[config.mk]
export PLATFORM = sky130hd
export DESIGN_NAME = compress1
export DESIGN_NICKNAME = d
export VERILOG_FILES = /design/src/rtl/kyber_pkg.sv /design/src/rtl/compress1_cal.sv /design/src/rtl/compress1.sv
export SDC_FILE = /design/constraint.sdc
export NUM_CORES = 1
export LEC_CHECK = 0
export CAP_MARGIN = 20
export CORE_ASPECT_RATIO = 0.6
export CORE_MARGIN = 2
export CORE_UTILIZATION = 39
export CTS_CLUSTER_DIAMETER = 60
export DETAILED_ROUTE_END_ITERATION = 7
export PLACE_DENSITY = 0.52
export SYNTH_ARGS = -nofsm -noshare
export SYNTH_HDL_FRONTEND = slang
export SYNTH_HIERARCHICAL = 1
export SYNTH_SLANG_ARGS = --single-unit
[constraint.sdc]
create_clock -name clk -period 3.7 [get_ports clk]
set_input_delay 0.555 -clock clk [delete_from_list [all_inputs] [get_ports clk]]
set_output_delay 0.555 -clock clk [all_outputs]
set_load 0.02 [all_outputs]
[src/rtl/kyber_pkg.sv]
// Shared constants, FSM state type and the Compress_q(x,1) bit rule for the
// Kyber message compress path.
package kyber_pkg;

  localparam int unsigned KYBER_Q  = 3329;
  localparam int unsigned COMP1_LO = 833;
  localparam int unsigned COMP1_HI = 2496;
  localparam int unsigned N_COEF   = 256;
  localparam int unsigned N_PAIRS  = N_COEF / 2;
  localparam int unsigned N_BYTES  = N_COEF / 8;
  localparam int unsigned COEF_W   = 16;
  localparam int unsigned IDX_W    = 8;
  localparam int unsigned BYTE_W   = 8;
  localparam int unsigned CNT_W    = $clog2(N_BYTES);
  localparam int unsigned PAIR_W   = $clog2(N_PAIRS);

  typedef enum logic [2:0] {
    ST_IDLE   = 3'd0,
    ST_INPUT  = 3'd1,
    ST_FLUSH  = 3'd2,
    ST_OUTPUT = 3'd3,
    ST_DONE   = 3'd4
  } comp1_state_e;

  // Fold [Q,2Q) down once, then test the window that rounds to 1.
  function automatic logic comp1_bit(input logic [COEF_W-1:0] x);
    logic [COEF_W-1:0] xr;
    xr = (x >= COEF_W'(KYBER_Q)) ? x - COEF_W'(KYBER_Q) : x;
    return (xr >= COEF_W'(COMP1_LO)) && (xr <= COEF_W'(COMP1_HI));
  endfunction

endpackage

[src/rtl/compress1_cal.sv]
// One-coefficient Compress_q(x,1): registers the message bit one cycle after x.
module compress1_cal
  import kyber_pkg::*;
(
  input  logic              clk,
  input  logic              set,
  input  logic [COEF_W-1:0] x,
  output logic              b
);

  logic b_d;
  logic b_q;

  assign b_d = comp1_bit(x);

  // Consumers qualify this bit with their own valid, so no reset is needed.
  always_ff @(posedge clk) begin
    if (set) b_q <= b_d;
  end

  assign b = b_q;

endmodule

[src/rtl/compress1.sv]
// Kyber message compress: collects 256 coefficients as pairs, packs one bit
// each into a 32-byte buffer and streams the bytes out with a handshake.
module compress1
  import kyber_pkg::*;
(
  input  logic              clk,
  input  logic              reset,
  input  logic              set,
  input  logic              readin,
  input  logic              full_in,
  input  logic [COEF_W-1:0] comp_din_1,
  input  logic [COEF_W-1:0] comp_din_2,
  input  logic [IDX_W-1:0]  in_index,
  input  logic              readout,
  output logic [BYTE_W-1:0] comp_dout,
  output logic [IDX_W-1:0]  out_index,
  output logic              readin_ok,
  output logic              readout_ok,
  output logic              done
);

  comp1_state_e      state_q;
  logic              flush_cnt_q;
  logic [CNT_W-1:0]  cnt_q;
  logic [CNT_W-1:0]  cnt_d;
  logic              readin_ok_q;
  logic              readout_ok_q;
  logic              done_q;
  logic [BYTE_W-1:0] dout_q;
  logic [IDX_W-1:0]  out_index_q;

  logic              wr_vld_q;
  logic [PAIR_W-1:0] wr_pair_q;
  logic              bit_1;
  logic              bit_2;
  logic              capture_c;

  logic [BYTE_W-1:0] buf_q [N_BYTES];

  // Out-of-range pair indices are dropped rather than aliased.
  assign capture_c = set & readin & readin_ok_q & ~in_index[IDX_W-1];
  assign cnt_d     = cnt_q + CNT_W'(1);

  compress1_cal u_cal_1 (
    .clk (clk),
    .set (set),
    .x   (comp_din_1),
    .b   (bit_1)
  );

  compress1_cal u_cal_2 (
    .clk (clk),
    .set (set),
    .x   (comp_din_2),
    .b   (bit_2)
  );

  // Pair index tracks the cal register so both land in the buffer together.
  always_ff @(posedge clk or negedge reset) begin
    if (!reset) begin
      wr_vld_q  <= 1'b0;
      wr_pair_q <= '0;
    end else if (set) begin
      wr_vld_q  <= capture_c;
      wr_pair_q <= in_index[PAIR_W-1:0];
    end
  end

  // Bit-addressable message buffer; pair p owns bits 2*(p&3)+{0,1} of byte p>>2.
  always_ff @(posedge clk or negedge reset) begin
    if (!reset) begin
      for (int i = 0; i < int'(N_BYTES); i++) buf_q[i] <= '0;
    end else if (set) begin
      if (state_q == ST_IDLE) begin
        for (int i = 0; i < int'(N_BYTES); i++) buf_q[i] <= '0;
      end else if (wr_vld_q) begin
        buf_q[wr_pair_q[PAIR_W-1:2]][{wr_pair_q[1:0], 1'b0}] <= bit_1;
        buf_q[wr_pair_q[PAIR_W-1:2]][{wr_pair_q[1:0], 1'b1}] <= bit_2;
      end
    end
  end

  always_ff @(posedge clk or negedge reset) begin
    if (!reset) begin
      state_q      <= ST_IDLE;
      flush_cnt_q  <= 1'b0;
      cnt_q        <= '0;
      readin_ok_q  <= 1'b0;
      readout_ok_q <= 1'b0;
      done_q       <= 1'b0;
      dout_q       <= '0;
      out_index_q  <= '0;
    end else if (set) begin
      done_q <= 1'b0;
      case (state_q)
        ST_IDLE: begin
          state_q     <= ST_INPUT;
          readin_ok_q <= 1'b1;
        end
        ST_INPUT: begin
          if (full_in) begin
            state_q     <= ST_FLUSH;
            readin_ok_q <= 1'b0;
            flush_cnt_q <= 1'b0;
          end
        end
        // Two cycles let the last captured pair reach the buffer.
        ST_FLUSH: begin
          if (flush_cnt_q) begin
            state_q      <= ST_OUTPUT;
            readout_ok_q <= 1'b1;
            cnt_q        <= '0;
            dout_q       <= buf_q[0];
            out_index_q  <= '0;
          end else begin
            flush_cnt_q <= 1'b1;
          end
        end
        ST_OUTPUT: begin
          if (readout) begin
            if (cnt_q == CNT_W'(N_BYTES - 1)) begin
              state_q      <= ST_DONE;
              readout_ok_q <= 1'b0;
              done_q       <= 1'b1;
              dout_q       <= '0;
              out_index_q  <= '0;
            end else begin
              cnt_q       <= cnt_d;
              dout_q      <= buf_q[cnt_d];
              out_index_q <= IDX_W'(cnt_d);
            end
          end
        end
        ST_DONE: begin
          state_q <= ST_IDLE;
        end
        default: begin
          state_q      <= ST_IDLE;
          readin_ok_q  <= 1'b0;
          readout_ok_q <= 1'b0;
        end
      endcase
    end
  end

  assign comp_dout  = dout_q;
  assign out_index  = out_index_q;
  assign readin_ok  = readin_ok_q;
  assign readout_ok = readout_ok_q;
  assign done       = done_q;

endmodule

After elaboration in Yosys (flattened, before gate mapping)
Index checks and enable logic that the tools add are counted.
- $add $sub $neg: 3
- $lt $le $gt $ge: 13
- eq/ne operators: 10
- muxes and demuxes: 44
- bitwise logic cells: 8
- reduce and logical (&&, ||, !) cells: 18
- operators by type and width (operator ; number):
    $bwmux W256 ; 2
    $mux W256 ; 2
    $demux W8 S5 ; 2
    $mux W8 ; 8
    $bmux W8 S5 ; 1
    $ge A16 B10 Y1 const B ; 2
    $ge A16 B12 Y1 const B ; 2
    $le A16 B12 Y1 const B ; 2
    $mux W16 ; 2
    $pmux W8 S2 ; 2
    $sub A16 B12 Y16 const B ; 2
    $mux W5 ; 4
    $reduce_and A5 Y1 ; 3
    $ge A6 B6 Y1 const B ; 2
    $mux W3 ; 4
    $not A5 Y6 ; 2
    $pmux W3 S4 ; 1
    $ne A2 B2 Y1 const B ; 5
    $pmux W5 S2 ; 1
    $mux W1 ; 9
    $lt A3 B4 Y1 const B ; 2
    $mux W7 ; 1
    $eq A3 B2 Y1 const B ; 2
    $ge A3 B1 Y1 const B ; 2
    other kinds (17) ; 31
- flip-flop bits (word level): 294
- input bits: 46
- output and inout port bits: 19
- logic and storage cells: 140

Depth between registers and ports, before layout
Gate-level depths: netlist (run 1).
- depth in word-level cells: 10
- gate-level depth with buffers: 10
- mapped depth without buffers: 9

Modules after synthesis
The synthesis (run 1) kept the hierarchy.
- by module, submodules not included (module ; instances ; cells each ; area an instance (um^2) ; sequential area each (um^2)):
    compress1 ; 1 ; 1239 ; 14174.8 ; 7231.9
    compress1_cal (u_cal_1) ; 1 ; 96 ; 671.9 ; 30.0
    compress1_cal (u_cal_2) ; 1 ; 89 ; 615.6 ; 30.0

Least setup slack after synthesis (run 1)
Ideal clock, no wire load.
- path type: in2reg
- start: in comp_din_1[0]
- end: reg u_cal_1.b_q (netlist: u_cal_1/b), data pin
- setup time: 264 ps
- arrival time: 2362 ps
- required time: 3436 ps
- path slack: 1073 ps
- stages: 10
- path buffers: 1
- cell sequence: inv_1 -> ha_1 -> nor4b_1 -> and4b_1 -> buf_4 -> nor2_2 -> mux2_2 -> a22oi_1 -> a31o_2 -> a211oi_2
- word-level cells in the longest chain between the ends: 4
- elaborated cells between the ends (all ways): 6
- those cells by class: 1 x add/sub; 3 x order compare; 1 x mux; 1 x reduce/logical
- ends and longest elaborated chain (item ; RTL line ; text):
    from (decl) ; compress1.sv:11 ; input logic [COEF_W-1:0] comp_din_1,
    $sub A16 B12 Y16 / $ge A16 B12 Y1 (equally long branches) ; kyber_pkg.sv:28 ; xr = (x >= COEF_W'(KYBER_Q)) ? x - COEF_W'(KYBER_Q) : x;
    $mux W16 * ; kyber_pkg.sv:28 ;
    $ge A16 B10 Y1 / $le A16 B12 Y1 (equally long branches) ; kyber_pkg.sv:29 ; return (xr >= COEF_W'(COMP1_LO)) && (xr <= COEF_W'(COMP1_HI));
    $logic_and A1 B1 Y1 * ; kyber_pkg.sv:29 ;
    net u_cal_1.b_d ; compress1_cal.sv:11 ; logic b_d;
    to (signal assigned) ; compress1_cal.sv:18 ; if (set) b_q <= b_d;
    to (decl) ; compress1_cal.sv:12 ; logic b_q;
Mark *: on every way through the listed nets, which the timed path passes. The rest lies on a longest branch.
A chain may end at the register's enable or synchronous reset.

Final worst setup path (run 1)
- start: reg cnt_q[0]
- end: reg dout_q[3] (netlist: comp_dout[3])
- word-level cells in the longest chain between the ends: 8
- elaborated cells between the ends (all ways): 9
- those cells by class: 1 x add/sub; 1 x eq/ne; 6 x mux; 1 x bitwise
- ends and longest elaborated chain (item ; RTL line ; text):
    from (decl) ; compress1.sv:24 ; logic [CNT_W-1:0] cnt_q;
    from (signal assigned) ; compress1.sv:128 ; cnt_q <= cnt_d;
    $add A5 B1 Y5 ; compress1.sv:42 ; assign cnt_d = cnt_q + CNT_W'(1);
    $not A5 Y6 (implied by the code) ; compress1.sv:129 ; dout_q <= buf_q[cnt_d];
    $bmux W8 S5 ; compress1.sv:129 ;
    $mux W8 (implied by the code) (2 in series) ; compress1.sv:129 ;
    $mux W8 * ; compress1.sv:121 ; if (cnt_q == CNT_W'(N_BYTES - 1)) begin
    $mux W8 * ; compress1.sv:120 ; if (readout) begin
    $pmux W8 S2 * ; compress1.sv:95 ; case (state_q)
    to (signal assigned) ; compress1.sv:113 ; dout_q <= buf_q[0];
    to (signal assigned) ; compress1.sv:129 ;
    to (decl) ; compress1.sv:29 ; logic [BYTE_W-1:0] dout_q;
Every way passes the cells marked *; elsewhere a longest branch is shown, timed or not. The select of a mux whose other input is x is not followed.

==> impl_metrics.sql, run 1 <==
INSERT INTO impl_metrics (metric_group, metric, value, unit) VALUES
('run_status', 'run_status', 'finished with violations', ''),
('run_status', 'violations', 'negative hold slack', ''),
('finish', 'fin_area', '17470', 'um^2'),
('critical_path', 'cp.arrival', '3500', 'ps'),
('clocking', 'cts_made_buffers', '29', ''),
('power', 'power.density', '538.8', 'nW/um^2'),
('finish', 'layout.nets', '1489', ''),
('timing', 'rsz0062_at_grt', 'false', ''),
('die', 'floorplan.rows', '56', ''),
('clocking', 'worstSkewPairLatency', '580', 'ps'),
('routing', 'drt.antenna.violating_nets', '0', ''),
('place', 'gp_congestion', '0.8538', ''),
('critical_path', 'end_kind', 'register', ''),
('synth', 'synthesis.area_per_instance', '10.86', 'um^2'),
('timing', 'finClkSkew', '23.24', 'ps'),
('timing', 'timing.hold.ws', '-9.746', 'ps'),
('critical_path', 'worst_setup_path_start_kind', 'register', ''),
('critical_path', 'crit_required', '4170', 'ps'),
('timing', 'min_period_over_period', '81.97', '%'),
('finish', 'n_fill_cell', '3683', ''),
('timing', 'layout_min_cycle_time', '3033', 'ps'),
('critical_path', 'reg2reg_from', 'cnt_q[0]', ''),
('die', 'top_level_ports', '65', ''),
('finish', 'drive_above_1_share', '13.38', '%'),
('clocking', 'cts_repair_resize_count', '0', ''),
('global_route', 'grt_pass1_wl', '75420', 'um'),
('finish', 'final_core_utilization', '44.67', '%'),
('worst_hold_path', 'worstHoldPathType', 'in2async', ''),
('timing', 'hold_viol', '3', ''),
('finish', 'antenna_cells', '0', ''),
('synth', 'synth_flop_cell', 'sky130_fd_sc_hd__dfrtp_1', ''),
('critical_path', 'reg2regPathDepth', '8', ''),
('finish', 'stdcell_count', '1979', ''),
('global_route', 'overflow', '0', ''),
('routing', 'detail_route.wl_per_cell', '24.70', 'um'),
('global_route', 'first_global_vias', '11790', ''),
('job', 'cap_viol_max_count', '0', ''),
('synth', 'ys_ff_latch', '291', ''),
('place', 'placedCellCount', '1927', ''),
('finish', 'mostFrequentLayoutCells', '288 x sky130_fd_sc_hd__dfrtp_1, 204 x sky130_fd_sc_hd__nand2_1, 186 x sky130_fd_sc_hd__o2bb2ai_1', ''),
('global_route', 'gr-usage-all-layers', '23.99', '%'),
('routing', 'dr_total_vias', '12150', ''),
('die', 'floorplan.core_area', '39100', 'um^2'),
('routing', 'drt-pass1-iter-count', '5', ''),
('finish', 'final_common_cell', 'sky130_fd_sc_hd__dfrtp_1', ''),
('timing', 'clock.fmax', '0.3297', 'GHz'),
('synth', 'netlist-cell-type-count', '79', ''),
('die', 'die_height', '158.2', 'um'),
('clocking', 'clk_path_buf_depth', '3', ''),
('synth', 'cell_count_after_synthesis', '1424', ''),
('timing', 'slew_headroom', '26.03', '%'),
('power', 'leakage', '0.006909', 'uW'),
('synth', 'sequential_share_of_the_synthesized_area', '47.16', '%'),
('synth', 'async_reset_ff_share', '99.31', '%'),
('clocking', 'numClockSinks', '291', ''),
('die', 'die_area', '41310', 'um^2'),
('power', 'peakVddDrop', '0.4175', 'mV'),
('routing', 'post_drt_via_cell_ratio', '6.141', ''),
('clocking', 'htree_num_levels', '1', ''),
('place', 'dp_hpwl', '31730', 'um'),
('critical_path', 'timing_worst_setup_path_type', 'reg2reg', ''),
('synth', 'count_of_flip_flops_with_a_built_in_enable_after_synthesis', '2', ''),
('global_route', 'grt_antenna_before_repair', '0', ''),
('timing', 'report.final.setup_viol', '0', ''),
('routing', 'remaining_drc_errors', '0', ''),
('routing', 'drc_marker_count_from_the_first_detailed_route_iteration', '1152', ''),
('place', 'numPortBuffers', '61', ''),
('synth', 'yosys_warnings', '6', ''),
('synth', 'netlist_area', '15460', 'um^2'),
('critical_path', 'critical_path_peak_fanout', '10', ''),
('timing', 'final.setup.tns', '0', 'ps'),
('critical_path', 'r2r_path_end', 'comp_dout[3]', ''),
('die', 'die_w', '261.1', 'um'),
('die', 'initial_core_util', '39.55', '%'),
('clocking', 'cts_setup_buffers', '0', ''),
('routing', 'wire_length_reported_by_the_detailed_router', '48890', 'um'),
('place', 'placed_cell_area', '16540', 'um^2'),
('finish', 'area_delta_synth_final', '12.96', '%'),
('global_route', 'largest_net_degree_at_the_start_of_global_routing', '103', ''),
('clocking', 'tritoncts_clock_tree', 'built', ''),
('timing', 'final_max_slew_viol_count', '0', ''),
('clocking', 'clk_root_buf', 'sky130_fd_sc_hd__clkbuf_16', ''),
('clocking', 'hold_buffers', '0', ''),
('timing', 'tightestPinTransition', '1110', 'ps'),
('critical_path', 'r2r_slack', '670', 'ps'),
('clocking', 'cts.clk_slew.worst_paths', '70', 'ps');
worst max-delay path by stage:
stage	end	slack [ps]	depth (start not counted)	from
finish	comp_dout[3]	670	8	cnt_q[0]
floorplan	u_cal_1/b	1070	10	comp_din_1[0]
detailed placement	u_cal_2/b	290	10	comp_din_2[0]
CTS	comp_dout[3]	700	8	cnt_q[0]
global route	comp_dout[3]	580	8	cnt_q[0]
global placement	u_cal_2/b	420	10	comp_din_2[0]
synth_stat cells (all sizes together), types with 8 or more instances:
library cell	instances	area share [%]
o2bb2ai	186	11
nand4	13	0.53
buf	72	2.7
a21oi	17	0.57
mux2	10	0.73
nor3	17	0.55
nor2	52	1.3
and3	14	0.57
nand3	11	0.36
and2	10	0.40
inv	15	0.36
a211oi	12	0.61
nor2b	8	0.32
a22o	81	4.6
o31ai	11	0.53
nor3b	11	0.63
nor4	8	0.61
mux4	64	9.3
nand2	204	5.0
o21ai	159	5.1
dfrtp	289	47
clkbuf	51	1.3
through the flow:
stage                     total power (uW)  setup WS (ps)  hold WS, ps
after global placement                6479          416.2        466.5
after global routing                  9908          578.5        40.12
after CTS                             9465          703.2        19.11
after floorplan                       5553           1073        259.4
final                                 9410          667.1       -9.746
after detailed placement              6493          293.0        468.2
worst max-delay path, cell delays in order, from the launching register on:
cell,delay [ps]
sky130_fd_sc_hd__dfrtp_4,510
sky130_fd_sc_hd__ha_4,200
sky130_fd_sc_hd__and3_1,160
sky130_fd_sc_hd__ha_1,300
sky130_fd_sc_hd__nand4bb_1,400
sky130_fd_sc_hd__nor4_4,650
sky130_fd_sc_hd__a22o_1,360
sky130_fd_sc_hd__o21ai_1,110
sky130_fd_sc_hd__o31ai_1,240
flip-flops by register name, summed over array words and instances, names as in the netlist:
register,cells
u_cal_1/b,1
out_index,5
wr_pair_q,7
u_cal_2/b,1
done,1
readin_ok,1
buf_q,256
state_q,3
wr_vld_q,1
readout_ok,1
comp_dout,8
cnt_q,5
flush_cnt_q,1
area by class of cell:
cell class / instances / area (um^2) / area share, %
Multi-Input combinational cell: 997 / 7533 / 43.13
Clock buffer: 42 / 824.5 / 4.721
Clock inverter: 10 / 103.9 / 0.5946
Sequential cell: 291 / 7296 / 41.77
Inverter: 15 / 56.30 / 0.3224
Tap cell: 522 / 653.1 / 3.740
Timing Repair Buffer: 102 / 998.5 / 5.717
power by group:
group / switching [uW] / internal [uW]
clock network: 1290 / 1680
registers: 125 / 3290
logic: 2040 / 979
logic make-up (layout without fill, tap and decap cells):
group                      after synthesis  after routing  share of synthesized area (%)
AOI/OAI and AO/OA                      511            511                          24.55
DFF                                    291            291                          47.16
xor gates and xnor gates                 9              9                         0.6070
buffers and inverters                  138            169                          4.370
adders and majority gates                7              7                         0.5664
and+or+nand+nor                        390            390                          12.45
muxes                                   77             77                          10.27
other                                    1              3                        0.02425
layer usage:
metal	part of all wire, %	vias to the layer above	track usage, %
met4	1.7	0	4.031
met5	0	-	0
li1	-	5488	-
met3	8.6	60	6.868
met1	49	6161	37.35
met2	41	445	32.97
(Power assumes the default switching activity.)
==> inputs of run 2 (changes only) <==
clock period = 3.2 ns   (was 3.7 ns; I/O delays follow)
==> run 2 against run 1 <==
  * Non-clock buffer count up 20
  * The flow now finishes without violations
  * Maximum frequency up 11%
  * Critical endpoint is now comp_dout[0]
  * Core utilization up 0.52 points
  * Final cell count up 1.0%
  * Clock-buffer cell count down 2
  * Largest cell class unchanged
  * Die area unchanged
==> impl_metrics.sql, run 2 (synthesis gave the netlist of run 1 again) <==
INSERT INTO impl_metrics (metric_group, metric, value, unit) VALUES
('clocking', 'cts_repair_resize_count', '0', ''),
('timing', 'report.final.setup_viol', '0', ''),
('finish', 'stdcell_count', '1999', ''),
('power', 'power_switching', '4033', 'uW'),
('clocking', 'cts_made_buffers', '29', ''),
('timing', 'final.setup.tns', '0', 'ps'),
('clocking', 'cts.clk_slew.worst_paths', '60', 'ps'),
('power', 'cellInternalPower', '7018', 'uW'),
('timing', 'finalWorstSetupSlack', '467.5', 'ps'),
('routing', 'drc_marker_count_from_the_first_detailed_route_iteration', '997', ''),
('power', 'power.density', '625.4', 'nW/um^2'),
('place', 'place_ws', '-3.098', 'ps'),
('power', 'leakage', '0.007027', 'uW'),
('critical_path', 'cp.arrival', '3190', 'ps'),
('clocking', 'clk_path_buf_depth', '3', ''),
('routing', 'route.layer.met1.wl', '24460', 'um'),
('critical_path', 'worst_setup_path_start_kind', 'register', ''),
('place', 'numPortBuffers', '61', ''),
('finish', 'final_core_utilization', '45.20', '%'),
('finish', 'antenna_cells', '0', ''),
('routing', 'dr_total_vias', '12180', ''),
('power', 'power.clock.fraction', '32.3', '%'),
('critical_path', 'timing.critical_path.slowest_cell_delay', '530', 'ps'),
('routing', 'detail_route.wl_per_cell', '24.38', 'um'),
('finish', 'drive_above_1_share', '14.69', '%'),
('finish', 'layout.nets', '1509', ''),
('die', 'die_w', '261.1', 'um'),
('place', 'dp_hpwl', '31890', 'um'),
('power', 'seq_power_share', '36.0', '%'),
('die', 'die_height', '158.2', 'um'),
('worst_hold_path', 'worstHoldPathType', 'reg2reg', ''),
('routing', 'wire_length_reported_by_the_detailed_router', '48740', 'um'),
('routing', 'dr.max_layer_used', 'met4', ''),
('global_route', 'largest_net_degree_at_the_start_of_global_routing', '102', ''),
('critical_path', 'slowest_stage', 'sky130_fd_sc_hd__nor4_4', ''),
('clocking', 'numClockSinks', '291', ''),
('routing', 'post_drt_via_cell_ratio', '6.095', ''),
('finish', 'area_delta_synth_final', '14.28', '%'),
('finish', 'fin_area', '17670', 'um^2'),
('critical_path', 'end_kind', 'register', ''),
('routing', 'drt.antenna.violating_nets', '0', ''),
('timing', 'min_period_over_period', '85.39', '%'),
('die', 'top_level_ports', '65', ''),
('critical_path', 'timing_worst_setup_path_type', 'reg2reg', ''),
('global_route', 'first_global_vias', '12010', ''),
('routing', 'detailroute.wirelength.met2', '19840', 'um'),
('clocking', 'tritoncts_clock_tree', 'built', ''),
('die', 'initial_core_util', '39.55', '%'),
('timing', 'hold_viol', '0', ''),
('job', 'cap_viol_max_count', '0', ''),
('global_route', 'overflow', '0', ''),
('finish', 'largest_register_ffs', '256', ''),
('critical_path', 'crit_required', '3650', 'ps'),
('critical_path', 'critical_path_peak_fanout', '7', ''),
('timing', 'final_max_slew_viol_count', '0', ''),
('timing', 'layout_min_cycle_time', '2733', 'ps'),
('global_route', 'grt_pass1_wl', '75710', 'um'),
('routing', 'drt-pass1-iter-count', '5', ''),
('clocking', 'clk_root_buf', 'sky130_fd_sc_hd__clkbuf_16', ''),
('timing', 'finClkSkew', '24.64', 'ps'),
('finish', 'mostFrequentLayoutCells', '288 x sky130_fd_sc_hd__dfrtp_1, 204 x sky130_fd_sc_hd__nand2_1, 186 x sky130_fd_sc_hd__o2bb2ai_1', ''),
('power', 'peakVddDrop', '0.6457', 'mV'),
('critical_path', 'worstPathCellList', 'ha_4 -> and3_1 -> ha_1 -> nand4bb_1 -> nor4_4 -> a22o_1 -> o21ai_1 -> o31ai_1', ''),
('power', 'logic_gate_share_of_total_power', '31.7', '%'),
('timing', 'slew_headroom', '43.06', '%'),
('finish', 'register_bank_with_the_most_flops', 'buf_q', ''),
('global_route', 'grt_antenna_before_repair', '0', ''),
('clocking', 'worstSkewPairLatency', '570', 'ps'),
('global_route', 'gr-usage-all-layers', '24.13', '%'),
('die', 'floorplan.rows', '56', ''),
('clocking', 'htree_num_levels', '1', ''),
('routing', 'met3_length', '3688', 'um'),
('timing', 'clock.fmax', '0.3660', 'GHz'),
('power', 'netSwitchingFraction', '36.49', '%'),
('timing', 'rsz0062_at_grt', 'false', ''),
('die', 'die_area', '41310', 'um^2'),
('routing', 'remaining_drc_errors', '0', ''),
('place', 'placed_cell_area', '16690', 'um^2'),
('run_status', 'run_status', 'finished clean', ''),
('timing', 'tightestPinTransition', '854.1', 'ps'),
('place', 'placedCellCount', '1946', ''),
('place', 'gp_congestion', '0.8728', ''),
('die', 'floorplan.core_area', '39100', 'um^2'),
('finish', 'final_common_cell', 'sky130_fd_sc_hd__dfrtp_1', '');
==> run 2: timing repair <==
item                      in CTS  in global routing
setup buffers                  0                  0
hold endpoints to repair      64                  0
hold buffers                   1                  0
==> run 2: power groups by stage <==
stage               Sequential (uW)  Clock, uW  Combinational (uW)
global route                   4000       3790                3840
global placement               4040          0                3490
floorplan                      3960          0                2460
detailed placement             4040          0                3510
finish                         3970       3570                3510
CTS                            3970       3630                3510
==> run 2: cell type report <==
| cell class | instances | area, um^2 |
|---|---|---|
| fill | 3672 | 21430 |
| sequential | 291 | 7296 |
| clock inverter | 12 | 141.4 |
| inverter | 15 | 56.30 |
| timing repair buffer | 122 | 1164 |
| tap | 522 | 653.1 |
| clock buffer | 40 | 827.0 |
| multi-input combinational | 997 | 7533 |
==> run 2: worst max-delay path, delay by kind of cell, from the launching register on <==
family | cells | cell delay, ps
adder cells (fa/ha/maj) | 2 | 390
flip-flops | 1 | 500
AO/OA/AOI/OAI | 3 | 640
AND/OR/NAND/NOR | 3 | 1080
==> run 2: layer usage <==
layer	vias to the layer above	global-route usage (%)
met5	-	0
met2	402	33.33
met1	6220	37.94
met3	47	6.116
met4	0	4.194
li1	5514	-
==> run 2: stage by stage <==
step,hold slack (ps),total power (uW)
6_report,478.3,11050
5_1_grt,496.4,11630
4_1_cts,481.2,11110
2_1_floorplan,184.4,6421
3_3_place_gp,466.8,7535
3_5_place_dp,467.5,7544
==> run 2: final timing paths <==
check / endpoint / slack, ps / cells after the start / startpoint
hold / removal: out_index[1] / 480 / 2 / out_index[1]
max in group asynchronous: buf_q[75] / 1760 / 3 / reset
min in group asynchronous: wr_pair_q[0] / 550 / 2 / reset
setup / recovery: comp_dout[0] / 470 / 8 / cnt_q[0]
hold reg to reg: out_index[1] / 480 / 2 / out_index[1]
setup reg to reg: comp_dout[0] / 470 / 8 / cnt_q[0]
